`src/rtl/alu_issue_ctrl_if.sv`:
```
// alu_issue_ctrl_if: command, ALU-drive and response signals of the ALU issue controller.
interface alu_issue_ctrl_if #(
    parameter int DST_W = 3
);
    logic             cmd_valid;
    logic             cmd_ready;
    logic [4:0]       cmd_op;
    logic [15:0]      cmd_a;
    logic [15:0]      cmd_b;
    logic [DST_W-1:0] cmd_dst;
    logic             alu_enable;
    logic [4:0]       alu_operation;
    logic [15:0]      alu_in1;
    logic [15:0]      alu_in2;
    logic [15:0]      alu_data_out;
    logic [3:0]       alu_flags;
    logic             rsp_valid;
    logic             rsp_ready;
    logic [15:0]      rsp_data;
    logic [3:0]       rsp_flags;
    logic [DST_W-1:0] rsp_dst;
    logic             rsp_wen;
    logic             rsp_err;
    logic [3:0]       flags_q;
    modport slave (
        input  cmd_valid, cmd_op, cmd_a, cmd_b, cmd_dst, alu_data_out, alu_flags, rsp_ready,
        output cmd_ready, alu_enable, alu_operation, alu_in1, alu_in2,
               rsp_valid, rsp_data, rsp_flags, rsp_dst, rsp_wen, rsp_err, flags_q
    );
    modport master (
        output cmd_valid, cmd_op, cmd_a, cmd_b, cmd_dst, alu_data_out, alu_flags, rsp_ready,
        input  cmd_ready, alu_enable, alu_operation, alu_in1, alu_in2,
               rsp_valid, rsp_data, rsp_flags, rsp_dst, rsp_wen, rsp_err, flags_q
    );
endinterface

```
`src/rtl/alu_issue_ctrl.sv`:
```
// alu_issue_ctrl: sequences one op at a time through the edge-fired ALU, owns the flag register.
// Macro ALU_ISSUE_FLAG_FIXUP_EN: recompute flags of pow/log2/log10/sqrt/exp from their result.
module alu_issue_ctrl #(
    parameter int SETTLE_CYCLES      = 1,
    parameter int LONG_SETTLE_CYCLES = 4,
    parameter int DST_W              = 3
) (
    input logic             clk,
    input logic             rst_n,
    alu_issue_ctrl_if.slave bus
);
    localparam int MAX_SETTLE = SETTLE_CYCLES > LONG_SETTLE_CYCLES ? SETTLE_CYCLES : LONG_SETTLE_CYCLES;
    localparam int CNT_W = $clog2(MAX_SETTLE + 1);
`ifdef ALU_ISSUE_FLAG_FIXUP_EN
    localparam bit FIXUP = 1'b1;
`else
    localparam bit FIXUP = 1'b0;
`endif
    typedef enum logic [1:0] {IDLE, SETUP, WAIT, RESP} state_t;
    state_t           state;
    logic [4:0]       op;
    logic [15:0]      a;
    logic [15:0]      b;
    logic [DST_W-1:0] dst;
    logic [CNT_W-1:0] cnt;
    logic             ready;
    logic             enable;
    logic             valid;
    logic             wen;
    logic             err;
    logic [15:0]      data;
    logic [3:0]       flags;
    logic             is_err;
    logic             is_long;
    logic             is_cmp;
    logic             is_pass;
    logic [3:0]       cap_flags;

    always_comb begin
        is_err    = op == 5'b00000 || op[4:3] == 2'b11 || ((op == 5'b01000 || op == 5'b01001) && b == 16'd0);
        is_long   = op >= 5'b10011 && op <= 5'b10111;
        is_cmp    = op == 5'b10010;
        is_pass   = op == 5'b10000 || op == 5'b10001;
        // long ops report flags of the ALU's previous result, so the fixup derives them locally
        cap_flags = is_pass ? flags
                  : (FIXUP && is_long) ? {bus.alu_data_out == 16'd0, bus.alu_data_out[15], 2'b00}
                  : bus.alu_flags;
    end

    always_ff @(posedge clk) begin
        if (!rst_n) begin
            state  <= IDLE;
            op     <= '0;
            a      <= '0;
            b      <= '0;
            dst    <= '0;
            cnt    <= '0;
            ready  <= 1'b0;
            enable <= 1'b0;
            valid  <= 1'b0;
            wen    <= 1'b0;
            err    <= 1'b0;
            data   <= '0;
            flags  <= '0;
        end else begin
            case (state)
                IDLE: begin
                    if (bus.cmd_valid && ready) begin
                        op    <= bus.cmd_op;
                        a     <= bus.cmd_a;
                        b     <= bus.cmd_b;
                        dst   <= bus.cmd_dst;
                        ready <= 1'b0;
                        state <= SETUP;
                    end else begin
                        ready <= 1'b1;
                    end
                end
                SETUP: begin
                    if (is_err) begin
                        data  <= '0;
                        wen   <= 1'b0;
                        err   <= 1'b1;
                        valid <= 1'b1;
                        state <= RESP;
                    end else begin
                        enable <= ~enable;
                        cnt    <= CNT_W'(is_long ? LONG_SETTLE_CYCLES : SETTLE_CYCLES);
                        state  <= WAIT;
                    end
                end
                WAIT: begin
                    if (cnt == '0) begin
                        data  <= is_cmp ? 16'd0 : bus.alu_data_out;
                        wen   <= !is_cmp;
                        err   <= 1'b0;
                        flags <= cap_flags;
                        valid <= 1'b1;
                        state <= RESP;
                    end else begin
                        cnt <= cnt - 1'b1;
                    end
                end
                RESP: begin
                    if (bus.rsp_ready) begin
                        valid <= 1'b0;
                        ready <= 1'b1;
                        state <= IDLE;
                    end
                end
                default: state <= IDLE;
            endcase
        end
    end

    assign bus.cmd_ready     = ready;
    assign bus.alu_enable    = enable;
    assign bus.alu_operation = op;
    assign bus.alu_in1       = a;
    assign bus.alu_in2       = b;
    assign bus.rsp_valid     = valid;
    assign bus.rsp_data      = data;
    assign bus.rsp_flags     = flags;
    assign bus.rsp_dst       = dst;
    assign bus.rsp_wen       = wen;
    assign bus.rsp_err       = err;
    assign bus.flags_q       = flags;
endmodule

```
`src/flat_wrapper.sv`:
```
// flat-port wrapper written by rule: the top's interface ports become plain ports
module alu_issue_ctrl_flat 
#(
    parameter int SETTLE_CYCLES      = 1,
    parameter int LONG_SETTLE_CYCLES = 4,
    parameter int DST_W              = 3
)
  (clk, rst_n, bus_cmd_valid, bus_cmd_op, bus_cmd_a, bus_cmd_b, bus_cmd_dst, bus_alu_data_out, bus_alu_flags, bus_rsp_ready, bus_cmd_ready, bus_alu_enable, bus_alu_operation, bus_alu_in1, bus_alu_in2, bus_rsp_valid, bus_rsp_data, bus_rsp_flags, bus_rsp_dst, bus_rsp_wen, bus_rsp_err, bus_flags_q);
  alu_issue_ctrl_if #(.DST_W(DST_W)) bus_i ();
  input logic clk;
  input logic rst_n;
  input wire logic [$bits(bus_i.cmd_valid)-1:0] bus_cmd_valid;
  input wire logic [$bits(bus_i.cmd_op)-1:0] bus_cmd_op;
  input wire logic [$bits(bus_i.cmd_a)-1:0] bus_cmd_a;
  input wire logic [$bits(bus_i.cmd_b)-1:0] bus_cmd_b;
  input wire logic [$bits(bus_i.cmd_dst)-1:0] bus_cmd_dst;
  input wire logic [$bits(bus_i.alu_data_out)-1:0] bus_alu_data_out;
  input wire logic [$bits(bus_i.alu_flags)-1:0] bus_alu_flags;
  input wire logic [$bits(bus_i.rsp_ready)-1:0] bus_rsp_ready;
  output wire logic [$bits(bus_i.cmd_ready)-1:0] bus_cmd_ready;
  output wire logic [$bits(bus_i.alu_enable)-1:0] bus_alu_enable;
  output wire logic [$bits(bus_i.alu_operation)-1:0] bus_alu_operation;
  output wire logic [$bits(bus_i.alu_in1)-1:0] bus_alu_in1;
  output wire logic [$bits(bus_i.alu_in2)-1:0] bus_alu_in2;
  output wire logic [$bits(bus_i.rsp_valid)-1:0] bus_rsp_valid;
  output wire logic [$bits(bus_i.rsp_data)-1:0] bus_rsp_data;
  output wire logic [$bits(bus_i.rsp_flags)-1:0] bus_rsp_flags;
  output wire logic [$bits(bus_i.rsp_dst)-1:0] bus_rsp_dst;
  output wire logic [$bits(bus_i.rsp_wen)-1:0] bus_rsp_wen;
  output wire logic [$bits(bus_i.rsp_err)-1:0] bus_rsp_err;
  output wire logic [$bits(bus_i.flags_q)-1:0] bus_flags_q;
  assign bus_i.cmd_valid = bus_cmd_valid;
  assign bus_i.cmd_op = bus_cmd_op;
  assign bus_i.cmd_a = bus_cmd_a;
  assign bus_i.cmd_b = bus_cmd_b;
  assign bus_i.cmd_dst = bus_cmd_dst;
  assign bus_i.alu_data_out = bus_alu_data_out;
  assign bus_i.alu_flags = bus_alu_flags;
  assign bus_i.rsp_ready = bus_rsp_ready;
  assign bus_cmd_ready = bus_i.cmd_ready;
  assign bus_alu_enable = bus_i.alu_enable;
  assign bus_alu_operation = bus_i.alu_operation;
  assign bus_alu_in1 = bus_i.alu_in1;
  assign bus_alu_in2 = bus_i.alu_in2;
  assign bus_rsp_valid = bus_i.rsp_valid;
  assign bus_rsp_data = bus_i.rsp_data;
  assign bus_rsp_flags = bus_i.rsp_flags;
  assign bus_rsp_dst = bus_i.rsp_dst;
  assign bus_rsp_wen = bus_i.rsp_wen;
  assign bus_rsp_err = bus_i.rsp_err;
  assign bus_flags_q = bus_i.flags_q;
  alu_issue_ctrl #(.SETTLE_CYCLES(SETTLE_CYCLES), .LONG_SETTLE_CYCLES(LONG_SETTLE_CYCLES), .DST_W(DST_W)) u_core (.clk(clk), .rst_n(rst_n), .bus(bus_i));
endmodule
```
`config.mk`:
```
export PLATFORM = sky130hd
export DESIGN_NAME = alu_issue_ctrl_flat
export DESIGN_NICKNAME = d
export VERILOG_FILES = /design/src/rtl/alu_issue_ctrl_if.sv /design/src/rtl/alu_issue_ctrl.sv /design/src/flat_wrapper.sv
export SDC_FILE = /design/constraint.sdc
export NUM_CORES = 1
export LEC_CHECK = 0
export BUFFER_PORTS_ARGS = -buffer_cell sky130_fd_sc_hd__buf_2
export CAP_MARGIN = 25
export CORE_MARGIN = 2
export CORE_UTILIZATION = 45
export CTS_CLUSTER_DIAMETER = 40
export DETAILED_ROUTE_END_ITERATION = 8
export HOLD_SLACK_MARGIN = 0.02
export PLACE_DENSITY = 0.82
export SLEW_MARGIN = 10
export SYNTH_ARGS = -nofsm -noshare
export SYNTH_HDL_FRONTEND = slang
export SYNTH_SLANG_ARGS = --single-unit
```
`constraint.sdc`:
```
create_clock -name clk -period 4.1 [get_ports clk]
set_clock_uncertainty 0.1 [all_clocks]
set_input_delay 0.205 -clock clk [delete_from_list [all_inputs] [get_ports clk]]
set_output_delay 0.205 -clock clk [all_outputs]
set_load 0.01 [all_outputs]
```
[After elaboration in Yosys (flattened, before gate mapping)]
Index checks and enable logic that the tools add are counted.
Word-level totals
  flip-flop bits (word level): 70
  output and inout bits: 69
Cells by class
  $add $sub $neg: 1
  $lt $le $gt $ge: 2
  eq/ne operators: 15
  muxes and demuxes: 25
  bitwise operators: 3
  reduce and logical (&&, ||, !) cells: 23
Operators by type and width (count)
  2-to-1 mux 16 bit: 3
  case mux 16 bit (2 select lines): 1
  zero test 16 bit: 1
  == test 5 bit, second input constant: 3
  AND reduction 3 bit: 4
  == test 5 x 4 -> 1 bit, second input constant: 2
  2-to-1 mux 1 bit: 9
  2-to-1 mux 3 bit: 3
  case mux 2 bit (4 select lines): 1
  == test 2 bit, second input constant: 3
  2-to-1 mux 2 bit: 3
  inequality test 2 x 1 -> 1 bit, second input constant: 3
  inequality test 2 bit, second input constant: 3
  case mux 1 bit (2 select lines): 3
  case mux 3 bit (2 select lines): 1
  AND reduction 2 bit: 3
  greater-or-equal comparator 5 bit, second input constant: 1
  <= comparator 5 bit, second input constant: 1
  zero test 5 bit: 1
  logical OR 1 bit: 4
  AND reduction 4 bit: 1
  nonzero test 2 bit: 2
  logical AND 1 bit: 3
  zero test 3 bit: 1
  7 further kinds: 9

[Logic depth before layout (Yosys ltp)]
Gate-level depths: netlist (run 1).
  depth after elaboration: 6
  gate-level depth with buffers: 8

[Worst setup path after synthesis (run 1)]
Ideal clock, no wire load.
  kind: register to register
  start point: register u_core.state[0]
  end point: register u_core.data[0] (netlist: u_core.bus.rsp_data[0])
  setup time: 0.072 ns
  arrival: 1.529 ns
  required time: 3.928 ns
  path slack: 2.400 ns
  stages on the path, launching flop included: 9
  period minus slack after synthesis: 1.700 ns
  cells stage by stage: dfxtp_1 > inv_1 > ha_1 > buf_2 > nand2_1 > a31oi_2 > clkbuf_1 > nand2_1 > mux2i_1
On the way
  cells in the longest elaborated chain, start to end: 3
Ends and longest elaborated chain
  start, declared: line alu_issue_ctrl.sv:20  | state_t state;
  start signal, assigned: line alu_issue_ctrl.sv:52  | state <= IDLE;
  start signal, assigned: line alu_issue_ctrl.sv:74  | state <= SETUP;
  start signal, assigned: line alu_issue_ctrl.sv:85  | state <= RESP;
  == test 2 bit / == test 2 x 1 -> 1 bit (equally long branches): line alu_issue_ctrl.sv:66  | case (state)
  inequality test 2 x 1 -> 1 bit (no source line) / nonzero test 2 bit (equally long branches)
  AND reduction 3 bit (no source line)
  end signal, assigned: line alu_issue_ctrl.sv:94  | data <= is_cmp ? 16'd0 : bus.alu_data_out;
  end, declared: line alu_issue_ctrl.sv:31  | logic [15:0] data;
Several ways; a longest one is shown, not always the timed one.
A chain may end at the register's enable or synchronous reset.

[Worst setup path in the final report (run 1)]
  start point: register u_core.b[4] (netlist: u_core.bus.alu_in2[4])
  end point: register u_core.valid (netlist: u_core.bus.rsp_valid)
On the way
  cells in the longest elaborated chain, start to end: 5
Ends and longest elaborated chain
  start, declared: line alu_issue_ctrl.sv:23  | logic [15:0] b;
  start signal, assigned: line alu_issue_ctrl.sv:71  | b <= bus.cmd_b;
  zero test 16 bit: line alu_issue_ctrl.sv:40  | is_err = op == 5'b00000 || op[4:3] == 2'b11 || ((op == 5'b01000 || op == 5'b01001) && b == 16'd0);
  logical AND 1 bit: line alu_issue_ctrl.sv:40
  logical OR 1 bit: line alu_issue_ctrl.sv:40
  inequality test 2 x 1 -> 1 bit (no source line)
  AND reduction 4 bit (no source line)
  end signal, assigned: line alu_issue_ctrl.sv:60  | valid <= 1'b0;
  end signal, assigned: line alu_issue_ctrl.sv:84  | valid <= 1'b1;
  end signal, assigned: line alu_issue_ctrl.sv:98  | valid <= 1'b1;
  end, declared: line alu_issue_ctrl.sv:28  | logic valid;
Every way passes these cells.

==> results.py, run 1 <==
metrics = {
    "clock_tree": {
        "cts-hold-fix-buffers": 59,
        "h-tree-depth": 3,
        "clock_latency_ps": 330,
        "cts-resized-gates": 0,
        "ctsLongestPathBuffers": 2,
        "path_clk_slew_ps": 70,
        "cts_tree": "done",
        "cts_made_buffers": 9,
        "cts_setup_buffers": 0,
        "root_buffer": "clkbuf_8",
        "cts.sinks": 70,
    },
    "worst_setup_path": {
        "worst-r2r-setup-slack_ps": 1800,
        "crit_chain": "nor4_1 > nand2_1 > o211ai_2 > nand3_2 > o32ai_1",
        "crit_path_end_kind": "register",
        "critPathTopFamily": "simple AND/OR/NAND/NOR gates",
        "critPathMaxFanout": 19,
        "worstReg2RegEnd": "u_core.bus.rsp_valid$_SDFFE_PN0P_",
        "cp_slowest_cell": "nand3_2",
        "cp.required_ps": 4230,
        "crit_arrival_ps": 2430,
        "crit_type": "register to register",
        "r2r-start": "u_core.bus.alu_in2[4]$_SDFFE_PN0P_",
        "cp_num_buf_inv": 0,
        "reg2reg_depth": 5,
        "max_stage_delay_ps": 520,
        "cp-start-kind": "register",
    },
    "sta": {
        "relSlewSlack_pct": 46.97,
        "finalSetupTns_ps": 0,
        "rsz0062_at_grt": "false",
        "hold_viol": 0,
        "max_freq_ghz": 0.4351,
        "final.min_clock_period_ps": 2298,
        "slew_violations": 0,
        "setup_viol": 0,
        "tightest_slew_ps": 792.9,
        "post-route-period-util_pct": 56.06,
    },
    "route": {
        "drt_iter0_markers": 121,
        "num_vias": 2986,
        "via_per_inst": 4.879,
        "routed_wl_um": 8253,
        "ant_nets": 0,
        "drc_errors": 0,
        "wire_per_inst_um": 13.49,
        "drt-pass1-iter-count": 4,
    },
    "synth": {
        "yosysMostFrequentCell": "nand2_1",
        "seq_area_frac_synth_pct": 48.34,
        "synthesis.nets": 420,
        "ys_ff_latch": 70,
        "synth_cell_types": 38,
        "ys_top_cells_by_count": "122 x nand2_1, 70 x dfxtp_1, 46 x a21oi_1",
        "yosysWarnings": 0,
        "syn_area_um2": 2899,
        "synth_top_area_share_pct": 48.34,
        "syn_inst": 350,
        "synth-edff-count": 0,
        "yosys.area.top_type": "dfxtp_1",
        "synth_async_sr_flop_share_pct": 0,
        "synth-main-ff-cell": "dfxtp_1",
        "avgSynthCellArea_um2": 8.283,
        "yosys-top-cells-area": "dfxtp_1 48%, nand2_1 16%, a21oi_1 7.9%",
    },
    "cells_and_area": {
        "area_growth_pct": 48.42,
        "antenna_cells": 0,
        "fin_nets": 600,
        "drive_gt1_share_pct": 29.35,
        "post-route-util_pct": 68.55,
    },
    "status": {
        "status": "finished, final reports clean",
    },
    "global_routing": {
        "grtUsageTotal_pct": 24.00,
        "grt_pass1_vias": 3102,
        "grt_max_degree": 52,
        "antenna_found_initial": 0,
        "grt-ovfl-total": 0,
        "grt_pass1_wl_um": 13660,
    },
    "floorplanning": {
        "start_util_pct": 46.18,
        "coreArea_um2": 6277,
        "die_h_um": 84.27,
        "dieArea_um2": 7101,
        "num_rows": 29,
        "fp.dieW_um": 84.27,
        "ios": 133,
    },
    "job": {
        "cap_violations": 0,
    },
    "worst_hold_path": {
        "hold_depth": 3,
        "holdPathEnd": "u_core.bus.rsp_data[1]$_SDFFE_PN0P_",
        "min-delay-start": "bus_alu_data_out[1]",
        "hp-class": "primary input to register",
    },
    "pwr": {
        "p_int_mw": 1.350,
        "sw_frac_of_total_pct": 36.08,
        "power_mw": 2.111,
        "peakVddDrop_mv": 0.3300,
        "p_leak_nw": 2.009,
        "switching_power_mw": 0.7618,
        "power.share.clock_pct": 22.5,
        "powerDensity_nw_per_um2": 490.7,
        "combPwrFrac_pct": 37.0,
        "seqPwrFrac_pct": 40.5,
    },
    "placement": {
        "dp_hpwl_um": 4892,
        "place_congestion": 0.7658,
        "port_buffers": 132,
    },
}
-- routing by layer --
metal  global-route usage [%]  up-vias  wire (um)  share of wire [%]
li1                         -     1513          -                  -
met1                    25.20     1369       3269                 40
met2                    44.59       94       4375                 53
met3                    6.981       10        508                6.2
met4                    9.677        0         99                1.2
met5                        0        -          0                  0
-- worst min-delay path: stages --
cell	delay (ps)
buf_2	90
nand2_1	60
mux2i_1	80
-- cell families after synthesis --
family / Yosys count / share of synthesized area [%]
AOI/OAI and AO/OA: 60 / 12.04
xor gates and xnor gates: 2 / 0.6043
buffers and inverters: 33 / 5.654
adders and majority gates: 6 / 2.589
muxes: 22 / 7.596
and+or+nand+nor: 157 / 23.18
DFF: 70 / 48.34
-- sequential cells by signal, summed over array words and instances (netlist names), 2 cells and up --
| register | cells |
|---|---|
| u_core.bus.rsp_data | 16 |
| u_core.bus.flags_q | 4 |
| u_core.bus.alu_in2 | 16 |
| u_core.bus.alu_in1 | 16 |
| u_core.bus.rsp_dst | 3 |
| u_core.state | 2 |
| u_core.cnt | 3 |
| u_core.bus.alu_operation | 5 |
-- cell usage in the layout, fill, tap and decap left out, types with 2 or more instances in the layout --
cell type      synthesis  final
a21oi_1               46     46
buf_2                  1    132
buf_4                  4      3
clkbuf_1              18      2
clkbuf_8               0     10
clkinv_2               0      3
dfxtp_1               70     70
dlygate4sd3_1          0     59
ha_1                   6      6
inv_1                  7      7
mux2i_1               22     22
nand2_1              122    122
nand2b_1               4      4
nand3_1                4      4
nor2_1                12     12
nor2b_1                3      3
nor4_1                 2      2
o21ai_0                2      2
o22ai_1                2      2
o31ai_1                2      2
o32ai_1                2      2
xor2_1                 2      2
-- final cells by class --
type	instances	area, um^2
Fill cell	485	1974
Multi-Input combinational cell	247	1334
Clock inverter	4	22.52
Sequential cell	70	1401
Inverter	8	30.03
Clock buffer	12	145.1
Timing Repair Buffer	194	1274
Tap cell	77	96.34
-- worst max path at each step --
| stage | start | endpoint | slack (ps) | depth (start not counted) |
|---|---|---|---|---|
| final | u_core.bus.alu_in2[4]$_SDFFE_PN0P_ | u_core.bus.rsp_valid$_SDFFE_PN0P_ | 1800 | 5 |
| after global routing | u_core.bus.alu_in2[4]$_SDFFE_PN0P_ | u_core.bus.rsp_valid$_SDFFE_PN0P_ | 1530 | 5 |
| after CTS | u_core.bus.alu_in2[4]$_SDFFE_PN0P_ | u_core.bus.rsp_valid$_SDFFE_PN0P_ | 1750 | 5 |
| after detailed placement | u_core.bus.alu_in2[4]$_SDFFE_PN0P_ | u_core.bus.rsp_valid$_SDFFE_PN0P_ | 1780 | 5 |
| after global placement | u_core.bus.alu_in2[4]$_SDFFE_PN0P_ | u_core.bus.rsp_valid$_SDFFE_PN0P_ | 1830 | 5 |
| after floorplan | u_core.state[0]$_SDFFE_PN0P_ | u_core.bus.rsp_data[0]$_SDFFE_PN0P_ | 2400 | 8 |
-- power by group through the flow --
| stage | clock network, mW | logic, mW | registers [mW] |
|---|---|---|---|
| final | 0.476 | 0.780 | 0.855 |
| after global routing | 0.523 | 0.866 | 0.869 |
| after CTS | 0.489 | 0.779 | 0.852 |
| after detailed placement | 0 | 0.734 | 0.867 |
| after global placement | 0 | 0.723 | 0.860 |
| after floorplan | 0 | 0.526 | 0.902 |
-- through the flow --
step	instance area, um^2	std cells	hold slack [ps]	setup WS [ps]
global route	4303	612	55.39	1534
floorplan	2899	350	241.0	2400
finish	4303	612	62.74	1802
detailed placement	3545	537	343.4	1775
global placement	3545	537	338.9	1834
CTS	4303	612	44.29	1747
(Power assumes the default switching activity.)
==> run 2, diff against run 1 <==
Settings changed: CORE_UTILIZATION 45 to 42, PLACE_DENSITY 0.82 to 0.81.
Clock period 4.1 ns to 2.1 ns, I/O delays scaled along.
==> run 2 against run 1 <==
  * Setup slack got worse by 1600 ps
  * Power increased by 110%
  * Critical path depth increased by 1
  * Largest cell class unchanged
  * Wire length increased by 3.0%
  * Flip-flop and latch count unchanged
  * Sequential power increased by 94%
  * Utilization decreased by 2.8 points
  * Non-clock buffer count increased by 8
  * Cell count increased by 1.8%
  * Global-route usage decreased by 1.0 points
  * Highest routed layer unchanged
  * Design area increased by 2.6%
  * Largest power group unchanged
  * Die area increased by 6.8%
==> results.py, run 2 (synthesis results as in run 1) <==
metrics = {
    "status": {
        "status": "finished, final reports clean",
    },
    "pwr": {
        "peakVddDrop_mv": 0.5245,
        "seqPwrFrac_pct": 38.4,
        "power.share.clock_pct": 25.0,
        "combPwrFrac_pct": 36.7,
        "p_leak_nw": 2.067,
        "sw_frac_of_total_pct": 34.78,
        "p_int_mw": 2.827,
        "powerDensity_nw_per_um2": 981.7,
        "switching_power_mw": 1.508,
    },
    "clock_tree": {
        "cts-resized-gates": 0,
        "h-tree-depth": 3,
        "ctsLongestPathBuffers": 2,
        "cts_tree": "done",
        "path_clk_slew_ps": 70,
        "root_buffer": "clkbuf_8",
        "cts_made_buffers": 9,
        "clock_latency_ps": 340,
        "cts_setup_buffers": 0,
        "cts.sinks": 70,
    },
    "cells_and_area": {
        "fin_nets": 608,
        "final_common_cell": "buf_2",
        "drive_gt1_share_pct": 30.20,
        "num-fill-cells": 544,
        "antenna_cells": 0,
        "most-common-layout-cells": "132 x buf_2, 122 x nand2_1, 70 x dfxtp_1, 60 x dlygate4sd3_1, 46 x a21oi_1",
        "multi_input_area_um2": 1334,
        "area_growth_pct": 52.31,
        "register_area_um2": 1401,
    },
    "job": {
        "cap_violations": 0,
    },
    "floorplanning": {
        "die_h_um": 87.08,
        "coreArea_um2": 6719,
        "start_util_pct": 43.15,
        "ios": 133,
        "num_rows": 30,
        "fp.dieW_um": 87.08,
        "dieArea_um2": 7583,
    },
    "placement": {
        "pre_cts_ws_ps": 218.3,
        "dp_hpwl_um": 5186,
        "place_congestion": 0.7969,
        "port_buffers": 132,
    },
    "sta": {
        "max_freq_ghz": 0.5242,
        "setup_viol": 0,
        "slew_violations": 0,
        "hold_viol": 0,
        "post-route-period-util_pct": 90.83,
        "final.min_clock_period_ps": 1908,
        "finalSetupTns_ps": 0,
        "fin_ws_ps": 192.5,
        "tightest_slew_ps": 641.6,
        "relSlewSlack_pct": 56.96,
        "rsz0062_at_grt": "false",
    },
    "worst_setup_path": {
        "cp.required_ps": 2210,
        "crit_type": "register to register",
        "crit_path_end_kind": "register",
        "critPathMaxFanout": 18,
        "cp-start-kind": "register",
        "crit_arrival_ps": 2020,
        "reg2reg_depth": 6,
    },
    "global_routing": {
        "grt-ovfl-total": 0,
        "grtUsageTotal_pct": 22.99,
        "antenna_found_initial": 0,
        "grt_pass1_wl_um": 13650,
        "grt_pass1_vias": 3120,
        "grt_max_degree": 41,
    },
    "route": {
        "routed_wl_um": 8502,
        "drt_iter0_markers": 118,
        "ant_nets": 0,
        "drc_errors": 0,
        "via_per_inst": 4.913,
        "wire_per_inst_um": 13.65,
        "num_vias": 3061,
        "drt-pass1-iter-count": 4,
    },
    "worst_hold_path": {
        "hp-class": "primary input to register",
        "hold_depth": 3,
    },
}
[run 2: cell count changes in the layout (fill, tap and decap cells not counted), sizes merged]
| cell | before | now |
|---|---|---|
| buf | 135 | 142 |
| clkinv | 4 | 2 |
| bufinv | 0 | 1 |
| clkbuf | 12 | 13 |
| dlygate4sd3 | 59 | 60 |
[run 2: power groups by stage]
| stage | Combinational, mW | Sequential, mW | Clock, mW |
|---|---|---|---|
| after global placement | 1.46 | 1.68 | 0 |
| final | 1.59 | 1.66 | 1.08 |
| after detailed placement | 1.49 | 1.69 | 0 |
| after global routing | 1.76 | 1.69 | 1.17 |
| after floorplan | 1.03 | 1.76 | 0 |
| after CTS | 1.59 | 1.66 | 1.11 |
[run 2: worst paths after layout]
path                                      start                                   to  slack (ps)
max reg2reg  u_core.bus.alu_in2[4]$_SDFFE_PN0P_  u_core.bus.rsp_data[9]$_SDFFE_PN0P_         190
min                               bus_rsp_ready    u_core.bus.rsp_valid$_SDFFE_PN0P_          70
max          u_core.bus.alu_in2[4]$_SDFFE_PN0P_  u_core.bus.rsp_data[9]$_SDFFE_PN0P_         190
min reg2reg  u_core.bus.rsp_dst[0]$_SDFFE_PN0P_   u_core.bus.rsp_dst[0]$_SDFFE_PN0P_         350
[run 2: cell type report]
type                       instances  share of cell area, %
inverter                           8                 0.6801
clock buffer                      13                  3.599
sequential                        70                  31.74
tap                               80                  2.267
clock inverter                     3                 0.9634
timing repair buffer             202                  30.55
multi-input combinational        247                  30.21
[run 2: repair_timing]
| item | in CTS | in global routing |
|---|---|---|
| hold buffers | 60 | 0 |
| hold endpoints to repair | 60 | 0 |
| setup endpoints to repair | 0 | 0 |
[run 2: critical path, cell delays in order, from the launching register on]
cell and delay, ps:
dfxtp_1 320, nor4_1 440, nand2_1 120, o211ai_2 280
nand3_2 110, buf_4 240, mux2i_1 150
[run 2: metal layers]
metal / GRT usage, % / share of wire [%]
met1: 24.14 / 40
met2: 41.78 / 51
met3: 5.213 / 5.3
met4: 13.07 / 2.9
met5: 0 / 0
[run 2: metrics by stage]
stage	area (um^2)	hold slack, ps	cells	util (%)	total power, mW
6_report	4415	71.42	623	65.72	4.335
5_1_grt	4415	82.52	623	65.72	4.610
4_1_cts	4415	54.67	623	65.72	4.359
3_5_place_dp	3613	249.7	547	53.78	3.179
3_3_place_gp	3613	241.7	547	53.78	3.133
2_1_floorplan	2899	141.0	350	-	2.787
